$ cat src/rtl/activation_if.sv
// activation_if: valid/ready input and output streams of the activation stage
interface activation_if #(
  parameter int LANES = 4,
  parameter int DW    = 32
);
  logic                  in_valid;
  logic                  in_ready;
  logic [LANES*DW-1:0]   in_data;
  logic [1:0]            in_mode;
  logic [DW-2:0]         in_max;
  logic                  out_valid;
  logic                  out_ready;
  logic [LANES*DW-1:0]   out_data;
  modport slave (
    input  in_valid, in_data, in_mode, in_max, out_ready,
    output in_ready, out_valid, out_data
  );
  modport master (
    output in_valid, in_data, in_mode, in_max, out_ready,
    input  in_ready, out_valid, out_data
  );
endinterface

$ cat src/rtl/activation_unit.sv
// activation_unit: two-stage per-lane bypass/ReLU/leaky/clamp activation with negative-lane counter
module activation_unit #(
  parameter int LANES      = 4,
  parameter int DW         = 32,
  parameter int LEAK_SHIFT = 3,
  parameter int CW         = 16
) (
  input  logic          clk,
  input  logic          rst,
  activation_if.slave   bus,
  input  logic          stat_clr,
  output logic [CW-1:0] neg_count
);
  localparam int NW = $clog2(LANES + 1);
  localparam int SW = (CW > NW ? CW : NW) + 1;
  logic                s1_valid_q;
  logic [LANES*DW-1:0] s1_data_q;
  logic [1:0]          s1_mode_q;
  logic [DW-2:0]       s1_max_q;
  logic                s2_valid_q;
  logic [LANES*DW-1:0] s2_data_q;
  logic [LANES*DW-1:0] res_d;
  logic [CW-1:0]       cnt_q;
  logic [CW-1:0]       cnt_d;
  logic [SW-1:0]       negs_d;
  logic [SW-1:0]       sum_d;
  logic                adv;
  logic                accept;
  // leaky shift kept in its own signed assignment so the arithmetic shift is not turned logical
  function automatic logic [DW-1:0] act(input logic signed [DW-1:0] x, input logic [1:0] m,
                                        input logic [DW-2:0] mx);
    logic signed [DW-1:0] lim;
    logic signed [DW-1:0] lk;
    lim = {1'b0, mx};
    lk  = x >>> LEAK_SHIFT;
    act = (m == 2'b00) ? x :
          x[DW-1]      ? ((m == 2'b10) ? lk : '0) :
          (m == 2'b11 && x > lim) ? lim : x;
  endfunction
  assign adv          = !s2_valid_q || bus.out_ready;
  assign bus.in_ready = !rst && (!s1_valid_q || adv);
  assign accept       = bus.in_valid && bus.in_ready;
  assign bus.out_valid = s2_valid_q;
  assign bus.out_data  = s2_data_q;
  assign neg_count     = cnt_q;
  always_comb begin
    res_d  = '0;
    negs_d = '0;
    for (int i = 0; i < LANES; i++) begin
      res_d[i*DW +: DW] = act(s1_data_q[i*DW +: DW], s1_mode_q, s1_max_q);
      negs_d = negs_d + SW'(bus.in_data[i*DW + DW - 1]);
    end
    sum_d = SW'(cnt_q) + negs_d;
    cnt_d = (sum_d > SW'({CW{1'b1}})) ? '1 : sum_d[CW-1:0];
  end
  always_ff @(posedge clk) begin
    if (rst) begin
      s1_valid_q <= 1'b0;
      s1_data_q  <= '0;
      s1_mode_q  <= '0;
      s1_max_q   <= '0;
      s2_valid_q <= 1'b0;
      s2_data_q  <= '0;
      cnt_q      <= '0;
    end else begin
      if (adv) begin
        s2_valid_q <= s1_valid_q;
        if (s1_valid_q) s2_data_q <= res_d;
      end
      if (!s1_valid_q || adv) s1_valid_q <= bus.in_valid;
      if (accept) begin
        s1_data_q <= bus.in_data;
        s1_mode_q <= bus.in_mode;
        s1_max_q  <= bus.in_max;
      end
      if (stat_clr) cnt_q <= '0;
      else if (accept && bus.in_mode != 2'b00) cnt_q <= cnt_d;
    end
  end
endmodule
$ cat src/flat_wrapper.sv
// flat-port wrapper written by rule: the top's interface ports become plain ports
module activation_unit_flat 
#(
  parameter int LANES      = 4,
  parameter int DW         = 32,
  parameter int LEAK_SHIFT = 3,
  parameter int CW         = 16
)
  (clk, rst, stat_clr, neg_count, bus_in_valid, bus_in_data, bus_in_mode, bus_in_max, bus_out_ready, bus_in_ready, bus_out_valid, bus_out_data);
  activation_if #(.LANES(LANES), .DW(DW)) bus_i ();
  input  logic clk;
  input  logic rst;
  input  logic stat_clr;
  output logic [CW-1:0] neg_count;
  input wire logic [$bits(bus_i.in_valid)-1:0] bus_in_valid;
  input wire logic [$bits(bus_i.in_data)-1:0] bus_in_data;
  input wire logic [$bits(bus_i.in_mode)-1:0] bus_in_mode;
  input wire logic [$bits(bus_i.in_max)-1:0] bus_in_max;
  input wire logic [$bits(bus_i.out_ready)-1:0] bus_out_ready;
  output wire logic [$bits(bus_i.in_ready)-1:0] bus_in_ready;
  output wire logic [$bits(bus_i.out_valid)-1:0] bus_out_valid;
  output wire logic [$bits(bus_i.out_data)-1:0] bus_out_data;
  assign bus_i.in_valid = bus_in_valid;
  assign bus_i.in_data = bus_in_data;
  assign bus_i.in_mode = bus_in_mode;
  assign bus_i.in_max = bus_in_max;
  assign bus_i.out_ready = bus_out_ready;
  assign bus_in_ready = bus_i.in_ready;
  assign bus_out_valid = bus_i.out_valid;
  assign bus_out_data = bus_i.out_data;
  activation_unit #(.LANES(LANES), .DW(DW), .LEAK_SHIFT(LEAK_SHIFT), .CW(CW)) u_core (.clk(clk), .rst(rst), .bus(bus_i), .stat_clr(stat_clr), .neg_count(neg_count));
endmodule
$ cat config.mk
export PLATFORM = sky130hd
export DESIGN_NAME = activation_unit_flat
export DESIGN_NICKNAME = d
export VERILOG_FILES = /design/src/rtl/activation_if.sv /design/src/rtl/activation_unit.sv /design/src/flat_wrapper.sv
export SDC_FILE = /design/constraint.sdc
export NUM_CORES = 1
export LEC_CHECK = 0
export CAP_MARGIN = 20
export CORE_MARGIN = 2
export CORE_UTILIZATION = 44
export DETAILED_ROUTE_END_ITERATION = 8
export GPL_ROUTABILITY_DRIVEN = 0
export MAX_ROUTING_LAYER = met4
export PLACE_DENSITY = 0.77
export SYNTH_ARGS = -nofsm -noshare
export SYNTH_HDL_FRONTEND = slang
export SYNTH_SLANG_ARGS = --single-unit
$ cat constraint.sdc
create_clock -name clk -period 4 [get_ports clk]
set_input_delay 0.8 -clock clk [delete_from_list [all_inputs] [get_ports clk]]
set_output_delay 0.8 -clock clk [all_outputs]
set_load 0.01 [all_outputs]
==> results of run 1 <==
## logic make-up (layout without fill, tap and decap cells)
| logic type | after synthesis | count (layout) |
|---|---|---|
| simple gates | 906 | 906 |
| compound gates | 990 | 990 |
| flops | 307 | 307 |
| fa+ha+maj | 131 | 131 |
| xor+xnor | 1 | 1 |
| buf+inv | 277 | 523 |
| mux | 62 | 62 |
| other cells | 0 | 6 |
## state kept, by name (all words and copies together) (netlist names)
| register | cells |
|---|---|
| u_core.s1_mode_q | 2 |
| u_core.s1_max_q | 31 |
| u_core.s1_data_q | 128 |
| u_core.neg_count | 16 |
| u_core.bus.out_data | 128 |
| u_core.s1_valid_q | 1 |
| u_core.bus.out_valid | 1 |
## final cells by class
type                    count  share of cell area (%)
repair buffers            402                    15.9
multi-input cells        2090                    49.8
flip-flops and latches    307                    25.2
diodes                      6                  0.0616
well taps                 585                    3.00
clock buffers              47                    4.24
inverters                  55                   0.853
clock inverters            19                   0.904
## where the power goes
part	total [W]	leakage (nW)	switching (W)	internal, W
clock	0.00352	0.612	0.00143	0.00209
combinational	0.00189	5.99	0.00114	0.000751
sequential	0.00355	2.52	0.000313	0.00324
## through the flow
stage / util, % / power (W) / setup slack [ps] / hold slack, ps
floorplan: - / 0.00455 / 603 / 456
global placement: 53.3 / 0.00533 / 72.1 / 443
detailed placement: 53.3 / 0.00541 / 26.0 / 448
CTS: 56.2 / 0.00889 / 564 / 457
global route: 56.3 / 0.00926 / 407 / 485
finish: 56.3 / 0.00897 / 535 / 454
## cell usage after synthesis, types with 3 or more instances
master	n	area [um^2]
a211o_1	4	35.0
a211oi_1	7	52.6
a21o_1	9	67.6
a21oi_1	405	2030
a22oi_1	58	435
a31oi_1	8	50.1
buf_1	19	71.3
buf_2	33	165
buf_4	5	37.5
buf_6	8	90.1
clkbuf_1	157	589
dfxtp_1	307	6150
ha_1	129	1610
inv_1	52	195
mux2_1	12	135
mux2i_1	50	500
nand2_1	628	2360
nand3_1	9	45.0
nand4_1	26	163
nor2_1	134	503
nor2b_1	9	56.3
nor3_1	64	320
nor4_1	5	31.3
o2111ai_1	54	473
o211ai_1	69	518
o21a_1	3	22.5
o21ai_0	241	1210
o21ai_1	8	40.0
o221ai_1	62	543
o31ai_1	38	285
or2_1	3	18.8
or3_1	5	31.3
## final timing paths
kind                                                 to  slack, ps  depth (start not counted)
worst max-delay path                u_core.neg_count[7]        530                         14
worst min-delay path            u_core.bus.out_data[95]        450                          2
worst max register to register  u_core.bus.out_data[87]        680                          9
worst min register to register  u_core.bus.out_data[95]        450                          2
## worst max-delay path, delay by kind of cell
family	cells	cell delay [ps]
buffers and inverters	4	650
AO/OA/AOI/OAI	2	350
adder cells (fa/ha/maj)	4	1270
AND/OR/NAND/NOR	4	860
## per-layer routing
layer  GRT usage, %  routed length, um
met5              -                  0
met4           23.9               6480
met3           11.5              10400
met2           53.2              35300
met1           40.1              29200
==> impl_metrics.ini, run 1 <==
[die]
ioPinCount = 312
start_util_pct = 44.8
die_h_um = 214
rows = 76
die_area_um2 = 45700
core-area_um2 = 43300
die_x_um = 214

[clock_tree]
clk_pin_slew_ps = 60
post-cts-setup-buffers = 0
cts-root-buf = clkbuf_16
insertion_delay_ps = 560
cts_resized = 0
cts_hold_buf = 0
cts.htree.levels = 2
cts.sinks = 307
cts_tree = done
cts_buffers = 36
clockBufferDepth = 3

[routing]
viasPerCell = 6.37
drt-total-wl_um = 81400
drc_errors = 0
ant_nets = 0
vias = 22400
wl_per_cell_um = 23.2
drtIter0Drc = 2631
dr.pass1.iters = 7

[synthesis]
async_flop_share_pct = 0
yosys_warnings = 0
synth_top_family_by_area = compound AO/OA/AOI/OAI gates
synth_compound_area_share_pct = 31.0
ys.flop_type = dfxtp_1
syn-cell-area_um2 = 19400
yosys.area_share.adder_pct = 8.54
ys_ff_latch = 307
syn_area_per_cell_um2 = 7.24
synth-xor-area-share_pct = 0.0452
synth-seq-area-share_pct = 31.7
synthCells = 2674
synth_edf_count = 0
synthSimpleGateAreaFrac_pct = 19.4
synth_fp_nets = 2971
synth_cell_types = 67
synthMuxAreaShare_pct = 3.28

[min_path]
hp-class = register to register
hp-start = u_core.bus.out_data[95]

[worst_setup_path]
slowest_stage = or3_4
worstPathRequired_ps = 4450
critical_path_class = input port to register
end_kind = register
crit_arrival_ps = 3920
startpoint = bus_in_data[31]
path_cells = clkdlybuf4s50_1 -> ha_1 -> inv_1 -> fa_1 -> inv_1 -> ha_1 -> inv_1 -> fa_1 -> nor2b_1 -> o21ai_0 -> or3_4 -> nand2_1 -> nor2_1 -> a211oi_1
crit_fanout = 9
cp_common_cell = inv_1
start_kind = input port
reg2reg_from = u_core.s1_max_q[29]
max_stage_delay_ps = 460

[placed_design]
dp_hpwl_um = 55600
placedCellCount = 3438
numPortBuffers = 311
place_area_um2 = 23100

[global_route]
grt_usage_pct = 35.4
grt_pass1_wl_um = 121000
grt_overflow_total = 0
grt_max_degree = 180
first_global_vias = 21000
grt_antenna_before_repair = 6

[power_and_ir_drop]
power-per-cell-area_nw_per_um2 = 368
peakVddDrop_mv = 0.235
cellLeakagePower_nw = 9.12

[run_status]
status = finished, final reports clean

[cells_and_area]
fin_nets = 3189
regArea_um2 = 6150
final_cell_mix = 627 x nand2_1, 404 x a21oi_1, 310 x clkdlybuf4s50_1, 305 x dfxtp_1, 241 x o21ai_0
final_cells = 3511
multi_input_area_um2 = 12100
nFillCells = 3983
final_common_cell = nand2_1
drive_above_1_share_pct = 6.23
final_area_um2 = 24400
area_delta_synth_final_pct = 25.8

[timing]
timing.final.max_slew_violations = 0
rsz0062_at_grt = no
setup_tns_ps = 0
worst_pin_slew_ps = 1120
fin_worst_skew_ps = 29.0
min_period_ps = 3470
max_freq_ghz = 0.289
finalHoldViolations = 0
fin_crit_sh_pct = 86.6
relSlewSlack_pct = 25.2
setup_viol = 0

[flow_run]
maxCapViolCount = 0
No activity file was read; power rests on OpenSTA's default activity.
==> run 2: changes to the inputs <==
--- a/config.mk
+++ b/config.mk
@@ -12,6 +12,7 @@
 export GPL_ROUTABILITY_DRIVEN = 0
 export MAX_ROUTING_LAYER = met4
 export PLACE_DENSITY = 0.77
+export SKIP_CTS_REPAIR_TIMING = 1
 export SYNTH_ARGS = -nofsm -noshare
 export SYNTH_HDL_FRONTEND = slang
 export SYNTH_SLANG_ARGS = --single-unit
==> results of run 2 <==
Same layout as run 1: the final DEF is identical, and so are final timing and power.
